**src/rtl/vend_pkg.sv**
```systemverilog
// rtl/vend_pkg.sv - shared coin codes, coin values and payout state encoding
//
// Purpose : common definitions for the change payout block.
//   COIN_NONE / COIN_5 / COIN_10 : hopper drive codes
//   VAL_5 / VAL_10               : coin values in 5rs units
//   state_t                      : payout controller states
//   coin_value()                 : drive code -> value in 5rs units
package vend_pkg;

   localparam logic [1:0] COIN_NONE = 2'b00;
   localparam logic [1:0] COIN_5    = 2'b01;
   localparam logic [1:0] COIN_10   = 2'b10;

   localparam logic [4:0] VAL_5  = 5'd1;
   localparam logic [4:0] VAL_10 = 5'd2;

   typedef enum logic [2:0] {
      ST_IDLE,
      ST_SELECT,
      ST_PULSE,
      ST_WAIT_ACK,
      ST_GAP,
      ST_DONE,
      ST_FAULT
   } state_t;

   function automatic logic [4:0] coin_value(input logic [1:0] coin);
      case (coin)
         COIN_10: coin_value = VAL_10;
         COIN_5:  coin_value = VAL_5;
         default: coin_value = 5'd0;
      endcase
   endfunction

endpackage

```
**src/rtl/payout_timer.sv**
```systemverilog
// rtl/payout_timer.sv - loadable down-counter for pulse, gap and ack timeout intervals
//
// Purpose : counts down from a loaded value to zero and holds there.
// Ports   :
//   i_clk      in  clock, rising edge
//   i_rst      in  synchronous active-high reset (clears count)
//   i_load     in  load i_load_val this cycle (has priority over counting)
//   i_load_val in  W  value to load; an interval of N cycles loads N-1
//   o_zero     out count has reached zero
module payout_timer #(
   parameter int W = 8
) (
   input  logic         i_clk,
   input  logic         i_rst,
   input  logic         i_load,
   input  logic [W-1:0] i_load_val,
   output logic         o_zero
);

   logic [W-1:0] r_cnt;

   always_ff @(posedge i_clk) begin
      if (i_rst) begin
         r_cnt <= '0;
      end else if (i_load) begin
         r_cnt <= i_load_val;
      end else if (r_cnt != '0) begin
         r_cnt <= r_cnt - 1'b1;
      end
   end

   assign o_zero = (r_cnt == '0);

endmodule

```
**src/rtl/change_payout.sv**
```systemverilog
// rtl/change_payout.sv - greedy 10rs/5rs change dispenser driving a coin hopper
//
// Purpose : accepts a change request, pays it out coin by coin (10rs first),
//           waits for a hopper ack per coin and flags timeouts.
// Build option: COIN_INVENTORY_EN - track/refill per-tube stock and report
//           short payouts; when undefined both tubes are unlimited.
// Ports   :
//   i_clk, i_rst                      clock, synchronous active-high reset
//   i_pay_valid, i_pay_amt[4:0]       change request (5rs units)
//   o_pay_ready                       request accepted in IDLE
//   o_coin_out[1:0]                   hopper drive (10=10rs, 01=5rs, 00=none)
//   i_coin_ack                        hopper confirms a coin dropped
//   i_refill_valid, i_refill_10/5     stock top-up (IDLE only)
//   o_busy, o_done, o_short, o_fault  status
//   o_remain[4:0]                     amount still owed
//   o_stock_10, o_stock_5             coins held per tube
module change_payout
   import vend_pkg::*;
#(
   parameter int PULSE_CYCLES = 4,
   parameter int GAP_CYCLES   = 2,
   parameter int ACK_TIMEOUT  = 16,
   parameter int INV_W        = 6,
   parameter int INIT_STOCK   = 0
) (
   input  logic             i_clk,
   input  logic             i_rst,
   input  logic             i_pay_valid,
   input  logic [4:0]       i_pay_amt,
   output logic             o_pay_ready,
   output logic [1:0]       o_coin_out,
   input  logic             i_coin_ack,
   input  logic             i_refill_valid,
   input  logic [INV_W-1:0] i_refill_10,
   input  logic [INV_W-1:0] i_refill_5,
   output logic             o_busy,
   output logic             o_done,
   output logic             o_short,
   output logic             o_fault,
   output logic [4:0]       o_remain,
   output logic [INV_W-1:0] o_stock_10,
   output logic [INV_W-1:0] o_stock_5
);

   localparam int TW = $clog2(PULSE_CYCLES + GAP_CYCLES + ACK_TIMEOUT + 1);

   state_t        r_state;
   state_t        w_next;
   logic [4:0]    r_remain;
   logic [1:0]    r_coin;
   logic [1:0]    w_sel;
   logic          w_has_10;
   logic          w_has_5;
   logic          w_tmr_load;
   logic [TW-1:0] w_tmr_val;
   logic          w_tmr_zero;
   logic          w_ack_take;

   assign w_ack_take = (r_state == ST_WAIT_ACK) && i_coin_ack;

`ifdef COIN_INVENTORY_EN
   logic [INV_W-1:0] r_stock_10;
   logic [INV_W-1:0] r_stock_5;
   logic [INV_W:0]   w_sum_10;
   logic [INV_W:0]   w_sum_5;

   // One extra bit catches the carry so the top-up can saturate.
   assign w_sum_10 = {1'b0, r_stock_10} + {1'b0, i_refill_10};
   assign w_sum_5  = {1'b0, r_stock_5}  + {1'b0, i_refill_5};

   always_ff @(posedge i_clk) begin
      if (i_rst) begin
         r_stock_10 <= INV_W'(INIT_STOCK);
         r_stock_5  <= INV_W'(INIT_STOCK);
      end else if ((r_state == ST_IDLE) && i_refill_valid) begin
         r_stock_10 <= w_sum_10[INV_W] ? '1 : w_sum_10[INV_W-1:0];
         r_stock_5  <= w_sum_5[INV_W]  ? '1 : w_sum_5[INV_W-1:0];
      end else if (w_ack_take) begin
         if (r_coin == COIN_10) r_stock_10 <= r_stock_10 - 1'b1;
         if (r_coin == COIN_5)  r_stock_5  <= r_stock_5 - 1'b1;
      end
   end

   assign w_has_10   = (r_stock_10 != '0);
   assign w_has_5    = (r_stock_5 != '0);
   assign o_stock_10 = r_stock_10;
   assign o_stock_5  = r_stock_5;
   assign o_short    = o_done && (r_remain != 5'd0);
`else
   logic w_unused_refill;
   assign w_unused_refill = ^{i_refill_valid, i_refill_10, i_refill_5};
   assign w_has_10   = 1'b1;
   assign w_has_5    = 1'b1;
   assign o_stock_10 = '0;
   assign o_stock_5  = '0;
   assign o_short    = 1'b0;
`endif

   // Greedy pick; the remain checks keep remain from ever underflowing.
   always_comb begin
      w_sel = COIN_NONE;
      if ((r_remain >= VAL_10) && w_has_10) begin
         w_sel = COIN_10;
      end else if ((r_remain >= VAL_5) && w_has_5) begin
         w_sel = COIN_5;
      end
   end

   always_ff @(posedge i_clk) begin
      if (i_rst) begin
         r_state  <= ST_IDLE;
         r_remain <= 5'd0;
         r_coin   <= COIN_NONE;
      end else begin
         r_state <= w_next;
         if ((r_state == ST_IDLE) && i_pay_valid) r_remain <= i_pay_amt;
         if (r_state == ST_SELECT) r_coin <= w_sel;
         if (w_ack_take) r_remain <= r_remain - coin_value(r_coin);
      end
   end

   always_comb begin
      w_next      = r_state;
      o_pay_ready = 1'b0;
      o_busy      = 1'b1;
      o_done      = 1'b0;
      o_fault     = 1'b0;
      o_coin_out  = COIN_NONE;
      case (r_state)
         ST_IDLE: begin
            o_pay_ready = 1'b1;
            o_busy      = 1'b0;
            if (i_pay_valid) w_next = ST_SELECT;
         end
         ST_SELECT: begin
            w_next = (w_sel == COIN_NONE) ? ST_DONE : ST_PULSE;
         end
         ST_PULSE: begin
            o_coin_out = r_coin;
            if (w_tmr_zero) w_next = ST_WAIT_ACK;
         end
         ST_WAIT_ACK: begin
            // An ack on the last allowed cycle still counts.
            if (i_coin_ack) w_next = ST_GAP;
            else if (w_tmr_zero) w_next = ST_FAULT;
         end
         ST_GAP: begin
            if (w_tmr_zero) w_next = ST_SELECT;
         end
         ST_DONE: begin
            o_done = 1'b1;
            w_next = ST_IDLE;
         end
         ST_FAULT: begin
            o_busy  = 1'b0;
            o_fault = 1'b1;
         end
         default: w_next = ST_IDLE;
      endcase
   end

   // The timer is reloaded on every state change with the length of the
   // state being entered, minus one because the entry cycle counts.
   always_comb begin
      w_tmr_load = (w_next != r_state);
      w_tmr_val  = '0;
      case (w_next)
         ST_PULSE:    w_tmr_val = TW'(PULSE_CYCLES - 1);
         ST_WAIT_ACK: w_tmr_val = TW'(ACK_TIMEOUT - 1);
         ST_GAP:      w_tmr_val = TW'(GAP_CYCLES - 1);
         default:     w_tmr_val = '0;
      endcase
   end

   payout_timer #(
      .W(TW)
   ) u_timer (
      .i_clk      (i_clk),
      .i_rst      (i_rst),
      .i_load     (w_tmr_load),
      .i_load_val (w_tmr_val),
      .o_zero     (w_tmr_zero)
   );

   assign o_remain = r_remain;

endmodule
```
**config.mk**
```make
export PLATFORM = sky130hd
export DESIGN_NAME = change_payout
export DESIGN_NICKNAME = d
export VERILOG_FILES = /design/src/rtl/vend_pkg.sv /design/src/rtl/payout_timer.sv /design/src/rtl/change_payout.sv
export SDC_FILE = /design/constraint.sdc
export NUM_CORES = 1
export LEC_CHECK = 0
export CAP_MARGIN = 0
export CORE_MARGIN = 10
export CORE_UTILIZATION = 44
export CTS_CLUSTER_DIAMETER = 120
export CTS_CLUSTER_SIZE = 24
export DETAILED_ROUTE_END_ITERATION = 6
export GPL_ROUTABILITY_DRIVEN = 0
export PLACE_DENSITY = 0.8
export SLEW_MARGIN = 15
export SYNTH_ARGS = -nofsm -noshare
export SYNTH_HDL_FRONTEND = slang
export SYNTH_HIERARCHICAL = 1
export SYNTH_SLANG_ARGS = --single-unit
```
**constraint.sdc**
```tcl
create_clock -name i_clk -period 7.45 [get_ports i_clk]
set_clock_uncertainty 0.1 [all_clocks]
set_input_delay 1.49 -clock i_clk [delete_from_list [all_inputs] [get_ports i_clk]]
set_output_delay 1.49 -clock i_clk [all_outputs]
set_load 0.05 [all_outputs]
```
==> run metrics <==
CTS Buffer Depth 2; DR top layer met4; port bufs 19; mapped cell area 1200 um2; Cells after Synth 149; max-cap violations 0; TNS Setup 0 ns; WL final 2.74 mm; Synth cell types 47; area delta synth->final 13.1%; Cell Pwr Density 405 nW/um2; die height 72.1 um; crit share post-route 0.525; placed insts 189; leading area contributor after synthesis dfxtp_1; Initial Util 0.470; Rel. slew slack 0.507; antenna viol nets, final 0; GR Overflow Total 0; CTS tree done; ANT cells 0; critical path data arrival time 2.32 ns; Post-CTS Resized 0; Num CTS Buffers 3; first-pass GRT wire length 4.71 mm; Pleak 0.000534 uW; CP Launch Type flip-flop; Core ar. 2540 um2; Vias 1055; Clk Tree Root Cell clkbuf_4; Post-synth ARST share 0; Post-synth top flop dfxtp_1; Worst-path clk slew 0.08 ns; setup bufs post-CTS 0; Total Routing Usage GR 0.109; CP endpoint kind output port; DRT iter0 DRCs 59; vias in the first global route 1016; top-area cell type share of the netlist area 0.251; hpwl dp 2.10 mm; number of synthesized flops with an enable pin 0; met2 wire len 1.27 mm; Final Util 0.531; Final Cell Area 1350 um2; register area share after synthesis 0.251; register bit total from synthesis 15; per-cell routed wire length 14.2 um; Max VDD drop 295 uV; critical path peak fanout 24; DRT Pass-1 Iters 4; clk sinks 15; Nets 190; die area 5200 um2; Final Non-Filler Cells 193; share of cells above drive strength 1 0.0613; H-tree lvl count 1; Setup violations, final 0; CTS Hold Buffers Added 0; status finished clean; Syn Area/Cell 8.03 um2; I/O Pins 46; DRC viols 0; largest net degree at the start of global routing 25; routed length on met1 1.25 mm; placed cell areas 1330 um2; WP data required 5.86 ns; row cnt 18; Die X-Extent 72.1 um; min-delay worst type reg2reg; initial antenna violation count 0; Setup CP Type reg2out; Worst-Skew Late Latency 0.29 ns; final hold viol count 0; Peak Freq 256 MHz; RSZ-0062 raised after global routing no; routed wl met3 149 um; Worst Tran Pin Value 0.738 ns; Avg Vias per Cell 5.47; Final Max Slew Viols 0; shortest period the worst path allows 3.91 ns; YS warnings 6; top cells by area, synth dfxtp_1, buf_4, nor2_1, nor4b_4, a21oi_1
critical path, stage by stage (launching register included):
cell and delay [ns]:
dfxtp_1 0.81, nor2b_1 0.14, and2_1 0.20, nor2_1 0.08
clkdlybuf4s50_1 0.81
sequential cells by signal (all words and copies together), names as in the netlist:
signal,flops
r_state,3
o_remain,5
u_timer/r_cnt,5
r_coin,2
worst paths after layout:
kind | start | to | slack, ns | depth (start not counted)
setup / recovery | r_state[0] | o_busy | 3.54 | 4
hold / removal | o_remain[4] | o_remain[4] | 0.42 | 2
setup reg to reg | u_timer/r_cnt[0] | u_timer/r_cnt[1] | 4.22 | 9
hold reg to reg | o_remain[4] | o_remain[4] | 0.42 | 2
cell usage in the layout (no fill, tap or decap), drive strengths merged, types with 2 or more instances in the layout:
cell type and count:
clkdlybuf4s50 19, nor2 18, dfxtp 15, conb 14
inv 12, a21oi 9, nand2 6, nor3 5
a211oi 5, nand2b 5, nor3b 4, clkbuf 4
nor2b 3, mux2i 3, nand3 3, ha 3
or4 2, a31oi 2, or3b 2, nand3b 2
nor4b 2, o21ai 2, o221ai 2, a22oi 2
a221oi 2
per-layer routing:
layer / global-route usage / vias up
met1: 0.132 / 482
met5: 0 / -
li1: - / 535
met2: 0.167 / 33
met4: 0.0753 / 0
met3: 0.0231 / 5
cell usage after synthesis, drive strengths merged (2+ instances only):
cell type and count:
buf 19, nor2 18, dfxtp 15, inv 12
a21oi 9, nand2 6, a211oi 5, nand2b 5
nor3 5, nor3b 4, clkbuf 3, ha 3
mux2i 3, nand3 3, nor2b 3, a221oi 2
a22oi 2, a31oi 2, nand3b 2, nor4b 2
o21ai 2, o221ai 2, or3b 2, or4 2
power by group:
part | leakage [uW] | internal, uW | switching, uW | total (uW)
logic | 0.000396 | 138 | 206 | 344
registers | 0.000123 | 105 | 52.4 | 157
clock network | 0.0000150 | 20.8 | 25.8 | 46.7
total | 0.000534 | 264 | 284 | 548
through the flow:
stage               hold WS (ns)  total power (uW)  setup WS (ns)
global route               0.464               597           3.30
global placement           0.408               488           3.43
floorplan                  0.390               435           3.51
finish                     0.425               548           3.54
detailed placement         0.408               502           3.38
CTS                        0.425               550           3.52
cells by family after synthesis:
| group | synth area share |
|---|---|
| simple gates | 0.326 |
| buf+inv | 0.160 |
| compound gates | 0.179 |
| flops | 0.251 |
| fa+ha+maj | 0.0481 |
| mux | 0.0251 |
| other cells | 0.00314 |
| xor+xnor | 0.00732 |
cell type report:
| cell class | count | area (um2) |
|---|---|---|
| inverter | 12 | 45.0 |
| multi-input combinational | 113 | 753 |
| timing repair buffer | 19 | 190 |
| fill | 244 | 1190 |
| sequential | 15 | 300 |
| tap | 30 | 37.5 |
| clock buffer | 4 | 26.3 |
Power figures use the tool's default switching activity.
